<file path="config.mk">
export PLATFORM = sky130hd
export DESIGN_NAME = can_axil_reg_master_flat
export DESIGN_NICKNAME = d
export VERILOG_FILES = /design/src/rtl/can_axil_reg_master_if.sv /design/src/rtl/can_axil_reg_master.sv /design/src/flat_wrapper.sv
export SDC_FILE = /design/constraint.sdc
export NUM_CORES = 1
export LEC_CHECK = 0
export BUFFER_PORTS_ARGS = -buffer_cell sky130_fd_sc_hd__buf_4
export CORE_MARGIN = 3
export CORE_UTILIZATION = 44
export CTS_BUF_LIST = sky130_fd_sc_hd__clkbuf_4 sky130_fd_sc_hd__clkbuf_8
export CTS_CLUSTER_SIZE = 24
export DETAILED_ROUTE_END_ITERATION = 16
export PLACE_DENSITY = 0.78
export SYNTH_ARGS = -nofsm -noshare
export SYNTH_HDL_FRONTEND = slang
export SYNTH_SLANG_ARGS = --single-unit
</file>
<file path="constraint.sdc">
create_clock -name sys_clk -period 2.05 [get_ports sys_clk]
set_clock_uncertainty 0.05 [all_clocks]
set_input_delay 0.41 -clock sys_clk [delete_from_list [all_inputs] [get_ports sys_clk]]
set_output_delay 0.41 -clock sys_clk [all_outputs]
set_load 0.02 [all_outputs]
</file>
<file path="src/rtl/can_axil_reg_master_if.sv">
// AXI4-Lite bus between the CAN register bridge and the CAN IP slave port.
//   master modport : driven by the bridge (valids, payloads, B/R ready).
//   slave  modport : driven by the CAN IP (A/W ready, B/R responses).
interface can_axil_reg_master_if;
  logic [31:0] awaddr;
  logic        awvalid;
  logic        awready;
  logic [31:0] wdata;
  logic [3:0]  wstrb;
  logic        wvalid;
  logic        wready;
  logic [1:0]  bresp;
  logic        bvalid;
  logic        bready;
  logic [31:0] araddr;
  logic        arvalid;
  logic        arready;
  logic [31:0] rdata;
  logic [1:0]  rresp;
  logic        rvalid;
  logic        rready;

  modport master (
    output awaddr, awvalid, wdata, wstrb, wvalid, bready, araddr, arvalid, rready,
    input  awready, wready, bresp, bvalid, arready, rdata, rresp, rvalid
  );

  modport slave (
    input  awaddr, awvalid, wdata, wstrb, wvalid, bready, araddr, arvalid, rready,
    output awready, wready, bresp, bvalid, arready, rdata, rresp, rvalid
  );
endinterface

</file>
<file path="src/rtl/can_axil_reg_master.sv">
// Register-bus to AXI4-Lite master bridge for the CAN controller IP.
// Turns single-word register write/read strobes from the CAN data transfer
// unit into AXI4-Lite transactions, one outstanding at a time.
//   sys_clk, reset_n            : clock, async active-low reset
//   wr_addr_in/wr_data_in/wr_enable_in, wr_busy_out, wr_done_out : write port
//   rd_addr_in/rd_enable_in, rd_data_out, rd_busy_out, rd_done_out : read port
//   m_axi                       : AXI4-Lite master port
//   resp_err_out                : sticky, any non-OKAY BRESP/RRESP
//   timeout_err_out             : sticky, any wait state exceeded TIMEOUT_CYCLES
module can_axil_reg_master #(
  parameter logic [31:0] BASE_ADDR      = 32'h0000_0000,
  parameter int          TIMEOUT_CYCLES = 1024
) (
  input  logic        sys_clk,
  input  logic        reset_n,
  input  logic [7:0]  wr_addr_in,
  input  logic [31:0] wr_data_in,
  input  logic        wr_enable_in,
  output logic        wr_busy_out,
  output logic        wr_done_out,
  input  logic [7:0]  rd_addr_in,
  input  logic        rd_enable_in,
  output logic [31:0] rd_data_out,
  output logic        rd_busy_out,
  output logic        rd_done_out,
  output logic        resp_err_out,
  output logic        timeout_err_out,
  can_axil_reg_master_if.master m_axi
);

  localparam logic [2:0] ST_IDLE    = 3'd0;
  localparam logic [2:0] ST_WR_REQ  = 3'd1;
  localparam logic [2:0] ST_WR_RESP = 3'd2;
  localparam logic [2:0] ST_RD_REQ  = 3'd3;
  localparam logic [2:0] ST_RD_RESP = 3'd4;

  localparam int            CW      = (TIMEOUT_CYCLES > 0) ? $clog2(TIMEOUT_CYCLES + 1) : 1;
  localparam logic [CW-1:0] TMO_MAX = CW'(TIMEOUT_CYCLES);

  logic [2:0]    state_q, state_d;
  logic [CW-1:0] cnt_q, cnt_d;
  logic [31:0]   awaddr_q, awaddr_d, wdata_q, wdata_d, araddr_q, araddr_d;
  logic          awvalid_q, awvalid_d, wvalid_q, wvalid_d, bready_q, bready_d;
  logic          arvalid_q, arvalid_d, rready_q, rready_d;
  logic [31:0]   rd_data_q, rd_data_d;
  logic          wr_done_q, wr_done_d, rd_done_q, rd_done_d, busy_q, busy_d;
  logic          pend_q, pend_d;
  logic [7:0]    pend_addr_q, pend_addr_d;
  logic          resp_err_q, resp_err_d, tmo_err_q, tmo_err_d;
  logic          aw_ok, w_ok, tmo;

  // A channel counts as complete once its valid has dropped, or on the
  // handshake happening this cycle; this counts each beat exactly once
  // whatever order awready/wready arrive in.
  assign aw_ok = !awvalid_q || m_axi.awready;
  assign w_ok  = !wvalid_q  || m_axi.wready;
  assign tmo   = (TIMEOUT_CYCLES != 0) && (state_q != ST_IDLE) && (cnt_q == TMO_MAX);

  always_comb begin
    state_d     = state_q;
    awaddr_d    = awaddr_q;
    wdata_d     = wdata_q;
    araddr_d    = araddr_q;
    awvalid_d   = awvalid_q;
    wvalid_d    = wvalid_q;
    bready_d    = bready_q;
    arvalid_d   = arvalid_q;
    rready_d    = rready_q;
    rd_data_d   = rd_data_q;
    wr_done_d   = 1'b0;
    rd_done_d   = 1'b0;
    pend_d      = pend_q;
    pend_addr_d = pend_addr_q;
    resp_err_d  = resp_err_q;
    tmo_err_d   = tmo_err_q;

    case (state_q)
      ST_IDLE: begin
        // A stored read goes first; new strobes in this cycle are dropped.
        if (pend_q) begin
          pend_d    = 1'b0;
          araddr_d  = BASE_ADDR + {24'd0, pend_addr_q};
          arvalid_d = 1'b1;
          state_d   = ST_RD_REQ;
        end else if (wr_enable_in) begin
          awaddr_d  = BASE_ADDR + {24'd0, wr_addr_in};
          wdata_d   = wr_data_in;
          awvalid_d = 1'b1;
          wvalid_d  = 1'b1;
          state_d   = ST_WR_REQ;
          if (rd_enable_in) begin
            pend_d      = 1'b1;
            pend_addr_d = rd_addr_in;
          end
        end else if (rd_enable_in) begin
          araddr_d  = BASE_ADDR + {24'd0, rd_addr_in};
          arvalid_d = 1'b1;
          state_d   = ST_RD_REQ;
        end
      end
      ST_WR_REQ: begin
        if (awvalid_q && m_axi.awready) awvalid_d = 1'b0;
        if (wvalid_q && m_axi.wready)   wvalid_d  = 1'b0;
        if (aw_ok && w_ok) begin
          bready_d = 1'b1;
          state_d  = ST_WR_RESP;
        end
      end
      ST_WR_RESP: begin
        if (m_axi.bvalid) begin
          bready_d  = 1'b0;
          wr_done_d = 1'b1;
          state_d   = ST_IDLE;
          if (m_axi.bresp != 2'b00) resp_err_d = 1'b1;
        end
      end
      ST_RD_REQ: begin
        if (m_axi.arready) begin
          arvalid_d = 1'b0;
          rready_d  = 1'b1;
          state_d   = ST_RD_RESP;
        end
      end
      ST_RD_RESP: begin
        if (m_axi.rvalid) begin
          rready_d  = 1'b0;
          rd_data_d = m_axi.rdata;
          rd_done_d = 1'b1;
          state_d   = ST_IDLE;
          if (m_axi.rresp != 2'b00) resp_err_d = 1'b1;
        end
      end
      default: state_d = ST_IDLE;
    endcase

    // Fault recovery: abandon the bus transaction and release the upstream
    // unit with a done pulse. A stored pending read is kept.
    if (tmo) begin
      awvalid_d = 1'b0;
      wvalid_d  = 1'b0;
      bready_d  = 1'b0;
      arvalid_d = 1'b0;
      rready_d  = 1'b0;
      tmo_err_d = 1'b1;
      state_d   = ST_IDLE;
      if (state_q == ST_WR_REQ || state_q == ST_WR_RESP) begin
        wr_done_d = 1'b1;
      end else begin
        rd_done_d = 1'b1;
        rd_data_d = 32'hDEAD_BEEF;
      end
    end
  end

  // Wait counter restarts on every state change and saturates at the limit.
  always_comb begin
    cnt_d = cnt_q;
    if (state_d != state_q)
      cnt_d = '0;
    else if (state_q != ST_IDLE && cnt_q != TMO_MAX)
      cnt_d = cnt_q + CW'(1);
  end

  assign busy_d = (state_d != ST_IDLE) || pend_d;

  always_ff @(posedge sys_clk or negedge reset_n) begin
    if (!reset_n) begin
      state_q     <= ST_IDLE;
      cnt_q       <= '0;
      awaddr_q    <= '0;
      wdata_q     <= '0;
      araddr_q    <= '0;
      awvalid_q   <= 1'b0;
      wvalid_q    <= 1'b0;
      bready_q    <= 1'b0;
      arvalid_q   <= 1'b0;
      rready_q    <= 1'b0;
      rd_data_q   <= '0;
      wr_done_q   <= 1'b0;
      rd_done_q   <= 1'b0;
      busy_q      <= 1'b0;
      pend_q      <= 1'b0;
      pend_addr_q <= '0;
      resp_err_q  <= 1'b0;
      tmo_err_q   <= 1'b0;
    end else begin
      state_q     <= state_d;
      cnt_q       <= cnt_d;
      awaddr_q    <= awaddr_d;
      wdata_q     <= wdata_d;
      araddr_q    <= araddr_d;
      awvalid_q   <= awvalid_d;
      wvalid_q    <= wvalid_d;
      bready_q    <= bready_d;
      arvalid_q   <= arvalid_d;
      rready_q    <= rready_d;
      rd_data_q   <= rd_data_d;
      wr_done_q   <= wr_done_d;
      rd_done_q   <= rd_done_d;
      busy_q      <= busy_d;
      pend_q      <= pend_d;
      pend_addr_q <= pend_addr_d;
      resp_err_q  <= resp_err_d;
      tmo_err_q   <= tmo_err_d;
    end
  end

  assign m_axi.awaddr  = awaddr_q;
  assign m_axi.awvalid = awvalid_q;
  assign m_axi.wdata   = wdata_q;
  assign m_axi.wstrb   = 4'hF;
  assign m_axi.wvalid  = wvalid_q;
  assign m_axi.bready  = bready_q;
  assign m_axi.araddr  = araddr_q;
  assign m_axi.arvalid = arvalid_q;
  assign m_axi.rready  = rready_q;

  assign wr_busy_out     = busy_q;
  assign rd_busy_out     = busy_q;
  assign wr_done_out     = wr_done_q;
  assign rd_done_out     = rd_done_q;
  assign rd_data_out     = rd_data_q;
  assign resp_err_out    = resp_err_q;
  assign timeout_err_out = tmo_err_q;

endmodule
</file>
<file path="src/flat_wrapper.sv">
// flat-port wrapper written by rule: the top's interface ports become plain ports
module can_axil_reg_master_flat 
#(
  parameter logic [31:0] BASE_ADDR      = 32'h0000_0000,
  parameter int          TIMEOUT_CYCLES = 1024
)
  (sys_clk, reset_n, wr_addr_in, wr_data_in, wr_enable_in, wr_busy_out, wr_done_out, rd_addr_in, rd_enable_in, rd_data_out, rd_busy_out, rd_done_out, resp_err_out, timeout_err_out, m_axi_awaddr, m_axi_awvalid, m_axi_wdata, m_axi_wstrb, m_axi_wvalid, m_axi_bready, m_axi_araddr, m_axi_arvalid, m_axi_rready, m_axi_awready, m_axi_wready, m_axi_bresp, m_axi_bvalid, m_axi_arready, m_axi_rdata, m_axi_rresp, m_axi_rvalid);
  can_axil_reg_master_if m_axi_i ();
  input  logic sys_clk;
  input  logic reset_n;
  input  logic [7:0] wr_addr_in;
  input  logic [31:0] wr_data_in;
  input  logic wr_enable_in;
  output logic wr_busy_out;
  output logic wr_done_out;
  input  logic [7:0] rd_addr_in;
  input  logic rd_enable_in;
  output logic [31:0] rd_data_out;
  output logic rd_busy_out;
  output logic rd_done_out;
  output logic resp_err_out;
  output logic timeout_err_out;
  output wire logic [$bits(m_axi_i.awaddr)-1:0] m_axi_awaddr;
  output wire logic [$bits(m_axi_i.awvalid)-1:0] m_axi_awvalid;
  output wire logic [$bits(m_axi_i.wdata)-1:0] m_axi_wdata;
  output wire logic [$bits(m_axi_i.wstrb)-1:0] m_axi_wstrb;
  output wire logic [$bits(m_axi_i.wvalid)-1:0] m_axi_wvalid;
  output wire logic [$bits(m_axi_i.bready)-1:0] m_axi_bready;
  output wire logic [$bits(m_axi_i.araddr)-1:0] m_axi_araddr;
  output wire logic [$bits(m_axi_i.arvalid)-1:0] m_axi_arvalid;
  output wire logic [$bits(m_axi_i.rready)-1:0] m_axi_rready;
  input wire logic [$bits(m_axi_i.awready)-1:0] m_axi_awready;
  input wire logic [$bits(m_axi_i.wready)-1:0] m_axi_wready;
  input wire logic [$bits(m_axi_i.bresp)-1:0] m_axi_bresp;
  input wire logic [$bits(m_axi_i.bvalid)-1:0] m_axi_bvalid;
  input wire logic [$bits(m_axi_i.arready)-1:0] m_axi_arready;
  input wire logic [$bits(m_axi_i.rdata)-1:0] m_axi_rdata;
  input wire logic [$bits(m_axi_i.rresp)-1:0] m_axi_rresp;
  input wire logic [$bits(m_axi_i.rvalid)-1:0] m_axi_rvalid;
  assign m_axi_awaddr = m_axi_i.awaddr;
  assign m_axi_awvalid = m_axi_i.awvalid;
  assign m_axi_wdata = m_axi_i.wdata;
  assign m_axi_wstrb = m_axi_i.wstrb;
  assign m_axi_wvalid = m_axi_i.wvalid;
  assign m_axi_bready = m_axi_i.bready;
  assign m_axi_araddr = m_axi_i.araddr;
  assign m_axi_arvalid = m_axi_i.arvalid;
  assign m_axi_rready = m_axi_i.rready;
  assign m_axi_i.awready = m_axi_awready;
  assign m_axi_i.wready = m_axi_wready;
  assign m_axi_i.bresp = m_axi_bresp;
  assign m_axi_i.bvalid = m_axi_bvalid;
  assign m_axi_i.arready = m_axi_arready;
  assign m_axi_i.rdata = m_axi_rdata;
  assign m_axi_i.rresp = m_axi_rresp;
  assign m_axi_i.rvalid = m_axi_rvalid;
  can_axil_reg_master #(.BASE_ADDR(BASE_ADDR), .TIMEOUT_CYCLES(TIMEOUT_CYCLES)) u_core (.sys_clk(sys_clk), .reset_n(reset_n), .wr_addr_in(wr_addr_in), .wr_data_in(wr_data_in), .wr_enable_in(wr_enable_in), .wr_busy_out(wr_busy_out), .wr_done_out(wr_done_out), .rd_addr_in(rd_addr_in), .rd_enable_in(rd_enable_in), .rd_data_out(rd_data_out), .rd_busy_out(rd_busy_out), .rd_done_out(rd_done_out), .resp_err_out(resp_err_out), .timeout_err_out(timeout_err_out), .m_axi(m_axi_i));
endmodule
</file>
Word-level counts from Yosys, hierarchy flattened
Index checks and enable logic that the tools add are counted.
{ "word_totals": {"elab_cells": 131, "ff_bits": 137, "inputBits": 93, "out_inout_bits": 143} }
{ "op_classes": {"bitwise": 1, "reduce_logical": 32, "n_eq_ne": 22, "add_sub_neg": 1, "muxes": 57} }
{ "ops": {"columns": ["cell", "count"], "rows": [
  ["two-way mux 32 bit", 7],
  ["two-way mux 1 bit", 33],
  ["two-way mux 3 bit", 8],
  ["two-way mux 11 bit", 2],
  ["nonzero test 3 bit", 6],
  ["AND reduction 4 bit", 4],
  ["case mux 3 bit (5 select lines)", 1],
  ["!= test 3 x 2 -> 1 bit (second input constant)", 4],
  ["case mux 1 bit (2 select lines)", 6],
  ["AND reduction 3 bit", 4],
  ["adder 11 x 1 -> 11 bit (second input constant)", 1],
  ["equality test 11 bit (second input constant)", 1],
  ["!= test 11 bit (second input constant)", 1],
  ["nonzero test 2 bit", 5],
  ["!= test 3 x 1 -> 1 bit (second input constant)", 3],
  ["!= test 4 x 2 -> 1 bit (second input constant)", 2],
  ["equality test 3 x 2 -> 1 bit (second input constant)", 2],
  ["!= test 2 x 1 -> 1 bit (second input constant)", 3],
  ["logical AND 1 bit", 5],
  ["AND reduction 5 bit", 1],
  ["logical OR 1 bit", 4],
  ["!= test 2 bit (second input constant)", 2],
  ["equality test 3 x 1 -> 1 bit (second input constant)", 1],
  ["equality test 3 bit (second input constant)", 1],
  ["5 further kinds", 6]
]} }

Depth between registers and ports, before layout
Gate-level depths: netlist of run 1.
{ "logic_depth": {"ltp_word": 8, "depth_mapped": 9, "depth_no_buf": 6} }

Worst setup path after synthesis of run 1
No wires, ideal clock.
{ "synth_path": {"path_type": "reg2reg", "startpoint": "reg u_core.state_q[0]", "endpoint": "reg u_core.awaddr_q[3], in the netlist u_core.m_axi.awaddr[3]", "stages_incl_launch_ff": 6, "path_slack_ns": 0.124, "setup_time_ns": 0.125, "required_ns": 1.875, "period_less_slack_ns": 1.926, "arrival_ns": 1.751, "path_buffers": 2, "path_cell_list": "dfrtp_1 > or3_1 > buf_4 > nor3b_4 > buf_6 > mux2_2"} }
{ "synth_between": {"elab_chain_cells": 2} }
{ "synth_rtl": {"columns": ["element", "line", "text"], "rows": [
  ["start: declaration", "can_axil_reg_master.sv:40", "logic [2:0] state_q, state_d;"],
  ["start signal: assignment", "can_axil_reg_master.sv:187", "state_q <= state_d;"],
  ["zero test 3 bit", "can_axil_reg_master.sv:77", "case (state_q)"],
  ["AND reduction 3 bit (no line)", null, null],
  ["end signal: assignment", "can_axil_reg_master.sv:189", "awaddr_q <= awaddr_d;"],
  ["end: declaration", "can_axil_reg_master.sv:42", "logic [31:0] awaddr_q, awaddr_d, wdata_q, wdata_d, araddr_q, araddr_d;"]
]} }
No other way between the ends.
A chain may end at the register's enable or synchronous reset.

Worst setup path after layout of run 1
{ "layout_path": {"startpoint": "reg u_core.state_q[0]", "endpoint": "reg u_core.cnt_q[9]"} }
{ "layout_between": {"elab_chain_cells": 7, "elab_cells_between_ends": 20, "classes_between": "eq/ne: 5; mux: 10; reduce/logical: 5"} }
{ "layout_rtl": {"columns": ["element", "line", "text"], "rows": [
  ["two-way mux 3 bit", "can_axil_reg_master.sv:95", "end else if (rd_enable_in) begin"],
  ["two-way mux 3 bit", "can_axil_reg_master.sv:85", "end else if (wr_enable_in) begin"],
  ["two-way mux 3 bit", "can_axil_reg_master.sv:80", "if (pend_q) begin"],
  ["case mux 3 bit (5 select lines)", "can_axil_reg_master.sv:77", null],
  ["two-way mux 3 bit", "can_axil_reg_master.sv:138", "if (tmo) begin"],
  ["!= test 3 bit", "can_axil_reg_master.sv:158", "if (state_d != state_q)"],
  ["two-way mux 11 bit or nonzero test 2 bit (tied branches)", null, null],
  ["end signal: assignment", "can_axil_reg_master.sv:188", "cnt_q <= cnt_d;"],
  ["end: declaration", "can_axil_reg_master.sv:41", "logic [CW-1:0] cnt_q, cnt_d;"]
]} }
Parallel ways exist; a longest one is shown, timed or not.

==> results of run 1 <==
[path summary, 6_finish.rpt]
kind / start / cells past startpoint / slack [ns] / to
max: u_core.state_q[0] / 6 / 0.10 / u_core.cnt_q[9]
min: m_axi_rdata[19] / 3 / 0.16 / u_core.rd_data_out[19]
max reg2reg: u_core.state_q[0] / 6 / 0.10 / u_core.cnt_q[9]
min reg2reg: u_core.m_axi.araddr[6] / 2 / 0.44 / u_core.m_axi.araddr[6]
max in group asynchronous: reset_n / 3 / 0.82 / u_core.m_axi.wdata[26]
min in group asynchronous: reset_n / 2 / 0.44 / u_core.rd_data_out[1]
[cells in the mapped netlist (2+ instances only)]
cell type	n
sky130_fd_sc_hd__mux2i_1	10
sky130_fd_sc_hd__o31ai_1	2
sky130_fd_sc_hd__nor4b_1	2
sky130_fd_sc_hd__inv_1	3
sky130_fd_sc_hd__buf_4	56
sky130_fd_sc_hd__conb_1	2
sky130_fd_sc_hd__buf_6	7
sky130_fd_sc_hd__o21ai_0	15
sky130_fd_sc_hd__mux2_1	5
sky130_fd_sc_hd__nor4_1	2
sky130_fd_sc_hd__a32oi_1	2
sky130_fd_sc_hd__o22a_1	2
sky130_fd_sc_hd__nor2b_1	4
sky130_fd_sc_hd__nand2b_1	5
sky130_fd_sc_hd__ha_1	2
sky130_fd_sc_hd__and3_1	6
sky130_fd_sc_hd__buf_2	4
sky130_fd_sc_hd__a31oi_1	13
sky130_fd_sc_hd__clkbuf_1	10
sky130_fd_sc_hd__dfrtp_1	113
sky130_fd_sc_hd__or2_2	2
sky130_fd_sc_hd__xnor2_1	5
sky130_fd_sc_hd__xor2_1	3
sky130_fd_sc_hd__or3_1	4
sky130_fd_sc_hd__mux2_2	43
sky130_fd_sc_hd__nand4_1	3
sky130_fd_sc_hd__nor2_1	12
sky130_fd_sc_hd__nor3_1	6
sky130_fd_sc_hd__nand2_1	83
sky130_fd_sc_hd__a21oi_1	13
sky130_fd_sc_hd__nand3_1	28
[cell usage in the layout, fill, tap and decap left out, drive strengths merged, types with 2 or more instances in the layout]
cell type and count:
buf 207, dfrtp 113, nand2 83, conb 52, mux2 48, nand3 28, clkbuf 22, o21ai 16
a21oi 13, a31oi 13, nor2 13, mux2i 10, nor3 6, and3 6, clkinv 6, nand2b 5
xnor2 5, nor2b 4, or3 4, inv 3, nand4 3, xor2 3, or2 2, nor4 2
o31ai 2, a32oi 2, o22a 2, ha 2, nor4b 2, nor3b 2
[repair_timing]
action / in CTS / in global routing
hold endpoints to repair: 33 / 0
endpoints found under the setup margin: 1 / 52
gates resized for setup: 1 / 1
hold buffers: 1 / 0
[cells by family after synthesis]
| family | after synthesis | share of synthesized area, % |
|---|---|---|
| buffers and inverters | 80 | 10.9 |
| DFF | 113 | 54.1 |
| AOI/OAI and AO/OA | 55 | 6.49 |
| adders and majority gates | 2 | 0.479 |
| and+or+nand+nor | 161 | 14.3 |
| muxes | 58 | 12.3 |
| xor gates and xnor gates | 8 | 1.34 |
| other | 2 | 0.144 |
[power groups by stage]
stage	clock network [mW]	logic, mW	registers (mW)
6_report	1.90	5.00	3.76
5_1_grt	2.05	5.37	3.88
4_1_cts	1.95	5.04	3.76
3_5_place_dp	0	5.04	3.80
3_3_place_gp	0	4.91	3.75
2_1_floorplan	0	2.00	4.76
[metal layers]
layer / global-route usage [%] / share of wire (%) / vias up / routed length, um
met5: 0 / 0 / - / 0
met2: 32.8 / 53 / 184 / 6800
met1: 22.0 / 38 / 1988 / 4920
met4: 7.98 / 2.2 / 0 / 287
met3: 4.68 / 6.6 / 25 / 846
li1: - / - / 1935 / -
[per-stage QoR]
step	total power [mW]	cell area (um2)	utilization [%]
5_1_grt	11.3	7000	60.8
4_1_cts	10.8	7000	60.7
2_1_floorplan	6.76	5410	-
3_3_place_gp	8.66	6630	57.5
3_5_place_dp	8.84	6630	57.5
6_report	10.7	7000	60.8
[state kept, by name, summed over array words and instances (netlist names), 3 cells and up]
signal               count
u_core.cnt_q            11
u_core.m_axi.araddr      8
u_core.m_axi.awaddr      8
u_core.m_axi.wdata      32
u_core.pend_addr_q       8
u_core.rd_data_out      32
u_core.state_q           3
[critical path, stage by stage, from the launching register on]
cell and delay [ns]:
sky130_fd_sc_hd__dfrtp_1 0.37, sky130_fd_sc_hd__or3_1 0.43, sky130_fd_sc_hd__buf_4 0.19, sky130_fd_sc_hd__nor3_1 0.28, sky130_fd_sc_hd__o21ai_0 0.15, sky130_fd_sc_hd__buf_4 0.20, sky130_fd_sc_hd__a32oi_1 0.19
[final cells by class]
cell class                      instances  area [um2]  share of cell area, %
Sequential cell                       113        2830                   40.4
Multi-Input combinational cell        336        2030                   28.9
Timing Repair Buffer                  208        1600                   22.9
Clock buffer                           22         297                   4.24
Tap cell                              143         179                   2.56
Clock inverter                          7        60.1                  0.858
Inverter                                3        11.3                  0.161
==> out/qor.log, run 1 <==
[timing] Fin Setup TNS 0 ns
[worst_hold_path] Hold Crit Class input pin to flop
[cts] CTS clk-pin slew, worst paths 0.07 ns
[pwr] logic gate share of total power 46.9%
[floorplan] Die Width 115 um
[finish] proportion of layout cells with a drive suffix above 1 41.5%
[floorplan] initial standard-cell utilization of the core 45.4%
[floorplan] floorplan die area 0.0132 mm2
[timing] setup repair after global routing missed its margin false
[detailed_routing] number of remaining DRC errors 0
[synthesis] Yosys top cell area share 54.1%
[cts] Sink Count 113
[place] half-perimeter wire length after placement 9.75 mm
[worst_setup_path] required arrival time at the worst endpoint 2.33 ns
[global_route] global route total overflow 0
[synthesis] warnings from Yosys 0
[pwr] Cell Pwr Density 1520 mW/mm2
[place] global placer's final weighted congestion 0.882
[worst_setup_path] critical path startpoint category flop
[synthesis] prevailing post-synth register cell sky130_fd_sc_hd__dfrtp_1
[finish] area delta synth->final 34.0%
[pwr] leakage power of the design 3.46 nW
[timing] Pins Over Slew Limit 0
[worst_setup_path] type of destination of the critical path flop
[finish] fillers 964
[timing] worst hold margin 0.158 ns
[pwr] switching part of the total power 38.3%
[place] pre-CTS WS -0.00399 ns
[worst_setup_path] WS Path Type flop to flop
[cts] maximum buffer depth of the clock tree 2
[finish] antenna cells 0
[synthesis] async set-reset flop share out of synthesis 100%
[place] number of port buffers 183
[synthesis] count of flip-flops with a built-in enable after synthesis 0
[timing] Finish-stage setup viols 0
[run] max-cap violation count 0
[finish] post-layout net count 774
[detailed_routing] first-pass detailed-route iteration total 5
[floorplan] I/O pin count 236
[worst_setup_path] maximum fanout count along the critical path 11
[cts] library cell used as clock root buffer sky130_fd_sc_hd__clkbuf_8
[timing] Worst Slack Setup Final 0.104 ns
[worst_setup_path] data arrival time of the worst path 2.23 ns
[floorplan] number of core rows 39
[synthesis] sequential fraction of the synthesis area 54.1%
[timing] final period utilization 94.9%
[synthesis] Gate Count Post-Synth 479
[cts] Num CTS Buffers 17
[synthesis] largest cells by area after synthesis sky130_fd_sc_hd__dfrtp_1 (54%), sky130_fd_sc_hd__mux2_2 (9.3%), sky130_fd_sc_hd__buf_4 (8.0%), sky130_fd_sc_hd__nand2_1 (6.0%), sky130_fd_sc_hd__nand3_1 (2.7%)
[cts] latest clock arrival within the worst-skew pair 0.41 ns
[detailed_routing] number of vias in the routed layout 4132
[synthesis] Seq cells post-synth 113
[place] total placed cells including tap cells 802
[cts] total setup buffers inserted after CTS 0
[cts] H-tree depth 4
[floorplan] die boundary height 115 um
[floorplan] placeable core region 0.0115 mm2
[pwr] worst IR drop on VDD 557 uV
[synthesis] Synth Cell Area 0.00523 mm2
[timing] final count of hold timing violations 0
[pwr] power share of the clock group 17.8%
[status] outcome finished, final reports clean
[timing] Fmax 514 MHz
[pwr] net switching component of the power 4.08 mW
[finish] post-route insts no fill 832
[timing] crit path time final 1.95 ns
[detailed_routing] antenna violation net count after detailed routing 0
[global_route] number of global-route vias before repair 4012
[synthesis] Syn Area/Cell 10.9 um2
[synthesis] number of different library cells in the post-synthesis netlist 43
[global_route] maximum number of pins on one net before global-route repair 51
[pwr] fraction of power consumed by sequential logic 35.2%
[detailed_routing] total wire length 12.9 mm
[pwr] Internal Dissipation 6.58 mW
[detailed_routing] number of DRC markers in iteration 0 331
[global_route] global-route wire length before repair 19.5 mm
[detailed_routing] WL per Instance 15.4 um
[detailed_routing] Vias per Instance 4.97
[synthesis] post-synthesis cell type with the largest combined area sky130_fd_sc_hd__dfrtp_1
[global_route] number of antenna violations at the first check in global routing 0
[cts] CTS tree done
[global_route] overall routing resource usage 18.8%
No activity file was read; power rests on OpenSTA's default activity.
==> inputs of run 2 (changes only) <==
BUFFER_PORTS_ARGS = default   (was -buffer_cell sky130_fd_sc_hd__buf_4)
CORE_UTILIZATION = 50   (was 44)
DONT_BUFFER_PORTS = 1   (was default)
PLACE_DENSITY = 0.67   (was 0.78)
==> run 2 against run 1 <==
Compared with the run above:
- the flow now finishes with violations (negative hold slack)
- die area decreased by 11%
- critical path depth grew 1
- largest cell class unchanged
- setup slack better by 0.014 ns
- final cell count down 23%
- combinational power decreased by 53%
- via count shrank 18%
- clock power up 17%
- register-to-register slack about the same
- count of clock-buffer cells in the layout fell by 2
- fmax rose by 0.72%
- largest power group is now registers
==> out/qor.log, run 2 (synthesized netlist as in run 1, its figures left out) <==
[place] half-perimeter wire length after placement 8.19 mm [-16%]
[floorplan] placeable core region 0.00995 mm2 [-14%]
[worst_setup_path] data arrival time of the worst path 2.20 ns [-0.03 ns]
[detailed_routing] number of remaining DRC errors 0 [unchanged]
[finish] most common cell after layout, fill and taps aside sky130_fd_sc_hd__dfrtp_1
[worst_setup_path] maximum fanout count along the critical path 6 [-5]
[floorplan] initial standard-cell utilization of the core 52.5% [+7.1 points]
[worst_setup_path] FF-to-FF path depth 7 [+1]
[detailed_routing] highest layer used for signal routing met4
[place] number of port buffers 0 [-100%]
[finish] post-layout net count 589 [-24%]
[detailed_routing] antenna violation net count after detailed routing 0 [unchanged]
[finish] final core utilization 56.8% [-4.0 points]
[timing] setup repair after global routing missed its margin false
[worst_setup_path] type of destination of the critical path flop
[global_route] number of antenna violations at the first check in global routing 0 [unchanged]
[worst_setup_path] required arrival time at the worst endpoint 2.32 ns [about the same]
[cts] CTS tree done
[timing] Fin Setup TNS 0 ns [unchanged]
[detailed_routing] number of DRC markers in iteration 0 293 [-11%]
[global_route] overall routing resource usage 18.1% [-0.70 points]
[floorplan] number of core rows 36 [-7.7%]
[worst_hold_path] Hold Crit Class input pin to async pin
[timing] Fmax 517 MHz [+0.72%]
[global_route] global route total overflow 0 [unchanged]
[worst_setup_path] critical path startpoint category flop
[cts] latest clock arrival within the worst-skew pair 0.40 ns [about the same]
[worst_setup_path] cell type of the slowest stage on the worst timing path sky130_fd_sc_hd__a221o_2
[cts] Num CTS Buffers 17 [unchanged]
[worst_setup_path] WS Path Type flop to flop
[floorplan] floorplan die area 0.0117 mm2 [-11%]
[place] pre-CTS WS 0.0730 ns [+0.0770 ns]
[cts] library cell used as clock root buffer sky130_fd_sc_hd__clkbuf_8
[timing] Finish-stage setup viols 0 [unchanged]
[detailed_routing] Vias per Instance 5.28 [+6.4%]
[timing] Pins Over Slew Limit 0 [unchanged]
[cts] total setup buffers inserted after CTS 0 [unchanged]
[timing] Worst Slack Setup Final 0.117 ns [+0.0138 ns]
[pwr] worst IR drop on VDD 578 uV [+3.9%]
[timing] final period utilization 94.3% [-0.67 points]
[floorplan] I/O pin count 236 [unchanged]
[global_route] global-route wire length before repair 16.5 mm [-15%]
[finish] area delta synth->final 8.19%
[pwr] Cell Pwr Density 1680 mW/mm2 [+11%]
[status] failing checks negative hold slack
[place] global placer's final weighted congestion 0.845 [-4.2%]
[cts] maximum buffer depth of the clock tree 2 [unchanged]
[detailed_routing] total wire length 11.4 mm [-11%]
[detailed_routing] detailed-routed wire length on met2 5.96 mm [-12%]
[timing] final count of hold timing violations 113 [+113]
[cts] H-tree depth 4 [unchanged]
[detailed_routing] WL per Instance 17.8 um [+15%]
[detailed_routing] sum of met3 wire segment lengths after detailed routing 1.10 mm [+30%]
[finish] antenna cells 0 [unchanged]
[floorplan] Die Width 108 um [-5.9%]
[finish] proportion of layout cells with a drive suffix above 1 20.1% [-21 points]
[pwr] Total Power Consumption 9.52 mW [-11%]
[worst_setup_path] crit path cell chain inv_1 -> ha_1 -> nor4b_1 -> buf_4 -> and3_1 -> a221o_2 -> a32oi_1
[cts] Sink Count 113 [unchanged]
[cts] CTS clk-pin slew, worst paths 0.07 ns [about the same]
[detailed_routing] number of vias in the routed layout 3381 [-18%]
[timing] crit path time final 1.93 ns [-0.0138 ns]
[floorplan] die boundary height 108 um [-5.9%]
[pwr] leakage power of the design 2.59 nW [-25%]
[global_route] number of global-route vias before repair 3241 [-19%]
[run] max-cap violation count 0 [unchanged]
[finish] most used cells in the layout excluding fill and tap cells sky130_fd_sc_hd__dfrtp_1 (113), sky130_fd_sc_hd__nand2_1 (83), sky130_fd_sc_hd__conb_1 (52)
[timing] worst hold margin -0.357 ns [-0.515 ns]
[detailed_routing] first-pass detailed-route iteration total 4 [-1]
[global_route] maximum number of pins on one net before global-route repair 114 [+120%]
[status] outcome finished with violations
[worst_setup_path] Slowest Stage Delay on Critical Path 0.44 ns [about the same]
[detailed_routing] met1 routed wirelength after detailed routing 4.23 mm [-14%]
==> run 2: worst paths after layout <==
check	start	slack [ns]	end
max	u_core.cnt_q[0]	0.12	u_core.cnt_q[2]
min	reset_n	-0.36	u_core.rd_data_out[31]
max reg2reg	u_core.cnt_q[0]	0.12	u_core.cnt_q[2]
min reg2reg	u_core.pend_addr_q[0]	0.46	u_core.pend_addr_q[0]
max in group asynchronous	reset_n	2.15	u_core.cnt_q[4]
min in group sys_clk	m_axi_rdata[5]	0.08	u_core.rd_data_out[5]
==> run 2: through the flow <==
| stage | cells | area [um2] | hold slack (ns) |
|---|---|---|---|
| 2_1_floorplan | 529 | 5410 | 0.0644 |
| 3_3_place_gp | 607 | 5210 | 0.0667 |
| 3_5_place_dp | 607 | 5210 | 0.0669 |
| 4_1_cts | 639 | 5640 | -0.380 |
| 5_1_grt | 640 | 5650 | -0.395 |
| 6_report | 640 | 5650 | -0.357 |
==> run 2: routing by layer <==
layer	up-vias	track usage [%]
li1	1573	-
met1	1653	20.7
met2	146	31.3
met3	9	7.52
met4	0	4.96
met5	-	0
==> run 2: final cells by class <==
| type | count | area [um2] |
|---|---|---|
| Clock inverter | 12 | 164 |
| Inverter | 3 | 11.3 |
| Fill cell | 840 | 4300 |
| Multi-Input combinational cell | 337 | 2030 |
| Sequential cell | 113 | 2830 |
| Timing Repair Buffer | 22 | 194 |
| Clock buffer | 20 | 263 |
| Tap cell | 133 | 166 |
==> run 2: repair_timing <==
action	CTS	global route
setup endpoints to repair	0	4
resized for setup	0	1
hold endpoints to repair	113	113
==> run 2: worst max-delay path: cells and delay by family, from the launching register on <==
family                     cells  cell delay (ns)
and+or+nand+nor                2             0.36
buffers and inverters          2             0.21
adders and majority gates      1             0.19
AOI/OAI and AO/OA              2             0.66
DFF                            1             0.40
==> run 2: power by group <==
group          switching [mW]  total [mW]  internal [mW]  leakage [nW]
Combinational            1.18        2.34           1.16          1.00
Clock                   0.854        2.22           1.37         0.227
Sequential               1.75        4.96           3.20          1.36
==> inputs of run 3 (changes only) <==
CORE_ASPECT_RATIO = 1.75   (was default)
==> run 3 against run 2 <==
Compared with the run above:
- the flow still finishes with violations (negative hold slack)
- sequential power decreased by 0.8%
- routed wire length increased by 2.5%
- global-route usage increased by 2.0 points
- critical endpoint is now u_core.m_axi.awaddr[1]
- highest routed layer unchanged
==> out/qor.log, run 3 (synthesized netlist as in run 1, its figures left out) <==
[timing] Fin Setup TNS 0 ns [unchanged]
[global_route] global-route wire length before repair 18.5 mm [+12%]
[global_route] overall routing resource usage 20.1% [+2.0 points]
[cts] H-tree depth 4 [unchanged]
[finish] most used cells in the layout excluding fill and tap cells sky130_fd_sc_hd__dfrtp_1 (113), sky130_fd_sc_hd__nand2_1 (83), sky130_fd_sc_hd__conb_1 (52)
[finish] post-layout net count 594 [+0.85%]
[detailed_routing] Vias per Instance 5.36 [+1.4%]
[detailed_routing] WL per Instance 18.3 um [+3.0%]
[finish] area delta synth->final 8.09% [about the same]
[timing] Finish-stage setup viols 0 [unchanged]
[worst_setup_path] required arrival time at the worst endpoint 2.30 ns [-0.02 ns]
[detailed_routing] antenna violation net count after detailed routing 0 [unchanged]
[floorplan] Die Width 83.3 um [-23%]
[timing] worst hold margin -0.370 ns [-0.0137 ns]
[cts] latest clock arrival within the worst-skew pair 0.42 ns [+0.02 ns]
[global_route] maximum number of pins on one net before global-route repair 114 [unchanged]
[worst_hold_path] Hold Crit Class input pin to async pin
[pwr] Total Power Consumption 9.42 mW [-1.0%]
[global_route] global route total overflow 0 [unchanged]
[finish] combined area of the multi-input logic cells 0.00202 mm2 [-0.19%]
[timing] final period utilization 92.0% [-2.3 points]
[place] total placed cells including tap cells 605 [-0.33%]
[timing] Fmax 530 MHz [+2.5%]
[floorplan] number of core rows 48 [+33%]
[finish] fillers 892 [+6.2%]
[timing] final count of hold timing violations 113 [unchanged]
[floorplan] floorplan die area 0.0118 mm2 [+0.41%]
[cts] library cell used as clock root buffer sky130_fd_sc_hd__clkbuf_8
[finish] post-route insts no fill 637 [-0.47%]
[place] global placer's final weighted congestion 0.880 [+4.1%]
[cts] CTS clk-pin slew, worst paths 0.07 ns [about the same]
[pwr] worst IR drop on VDD 770 uV [+33%]
[detailed_routing] first-pass detailed-route iteration total 4 [unchanged]
[worst_setup_path] maximum fanout count along the critical path 42 [+36]
[detailed_routing] number of remaining DRC errors 0 [unchanged]
[finish] proportion of layout cells with a drive suffix above 1 21.3% [+1.2 points]
[global_route] number of antenna violations at the first check in global routing 0 [unchanged]
[worst_setup_path] data arrival time of the worst path 2.13 ns [-0.07 ns]
[timing] Pins Over Slew Limit 0 [unchanged]
[worst_setup_path] critical path startpoint category flop
[status] failing checks negative hold slack
[floorplan] I/O pin count 236 [unchanged]
[pwr] leakage power of the design 2.58 nW [-0.46%]
[finish] most common cell after layout, fill and taps aside sky130_fd_sc_hd__dfrtp_1
[run] max-cap violation count 0 [unchanged]
[timing] crit path time final 1.89 ns [-0.0470 ns]
[detailed_routing] total wire length 11.7 mm [+2.5%]
[floorplan] initial standard-cell utilization of the core 52.1% [-0.39 points]
[timing] setup repair after global routing missed its margin false
[pwr] Cell Pwr Density 1670 mW/mm2 [-0.95%]
[worst_setup_path] WS Path Type flop to flop
[place] number of port buffers 0 [unchanged]
[finish] Storage cell area 0.00283 mm2 [unchanged]
[status] outcome finished with violations
[cts] maximum buffer depth of the clock tree 2 [unchanged]
[cts] CTS tree done
[cts] Sink Count 113 [unchanged]
[detailed_routing] number of DRC markers in iteration 0 191 [-35%]
[worst_setup_path] type of destination of the critical path flop
[floorplan] placeable core region 0.0100 mm2 [+0.75%]
[detailed_routing] number of vias in the routed layout 3413 [+0.95%]
[floorplan] die boundary height 141 um [+30%]
[cts] Num CTS Buffers 17 [unchanged]
[place] half-perimeter wire length after placement 8.69 mm [+6.1%]
[finish] antenna cells 0 [unchanged]
[global_route] number of global-route vias before repair 3623 [+12%]
[run 3: path summary, 6_finish.rpt]
path | from | to | slack [ns] | cells after the start
min in group sys_clk | m_axi_rdata[29] | u_core.rd_data_out[29] | 0.07 | 2
worst max-delay path | u_core.state_q[0] | u_core.m_axi.awaddr[1] | 0.16 | 4
max in group asynchronous | reset_n | u_core.m_axi.wdata[23] | 2.18 | 0
worst min-delay path | reset_n | u_core.rd_data_out[3] | -0.37 | 0
worst min register to register | u_core.pend_addr_q[4] | u_core.pend_addr_q[4] | 0.46 | 1
worst max register to register | u_core.state_q[0] | u_core.m_axi.awaddr[1] | 0.16 | 4
[run 3: through the flow]
stage	hold WS, ns	setup WS, ns	cell area (um2)	utilization (%)
2_1_floorplan	0.0644	0.124	5410	-
3_3_place_gp	0.0666	0.188	5250	52.3
3_5_place_dp	0.0684	0.161	5250	52.3
4_1_cts	-0.404	0.129	5640	56.3
5_1_grt	-0.414	0.0500	5650	56.3
6_report	-0.370	0.164	5650	56.3
[run 3: layer usage]
metal	vias to the layer above	GRT usage [%]	share of wire [%]
met5	-	0	0
met4	0	8.61	2.3
met3	20	7.37	8.5
met2	164	36.3	56
met1	1654	20.6	33
li1	1575	-	-
[run 3: layout make-up]
type                            instances  share of cell area (%)
Tap cell                              125                    2.77
Clock inverter                         15                    2.84
Inverter                                3                   0.199
Sequential cell                       113                    50.1
Multi-Input combinational cell        336                    35.8
Clock buffer                           17                    4.14
Timing Repair Buffer                   28                    4.16
[run 3: worst max-delay path, cell delays in order (launching register included)]
cell	delay (ns)
sky130_fd_sc_hd__dfrtp_1	0.37
sky130_fd_sc_hd__or3_1	0.43
sky130_fd_sc_hd__nor3b_4	0.25
sky130_fd_sc_hd__buf_12	0.26
sky130_fd_sc_hd__mux2_2	0.37
[run 3: power by group]
group / internal (mW) / leakage (nW) / switching, mW
sequential: 3.20 / 1.36 / 1.72
combinational: 1.20 / 1.03 / 1.26
clock: 1.09 / 0.185 / 0.961
[run 3: repair_timing]
action / in CTS / in global routing
hold endpoints to repair: 113 / 113
gates resized for setup: 0 / 1
endpoints found under the setup margin: 0 / 25
buffers inserted: 0 / 0
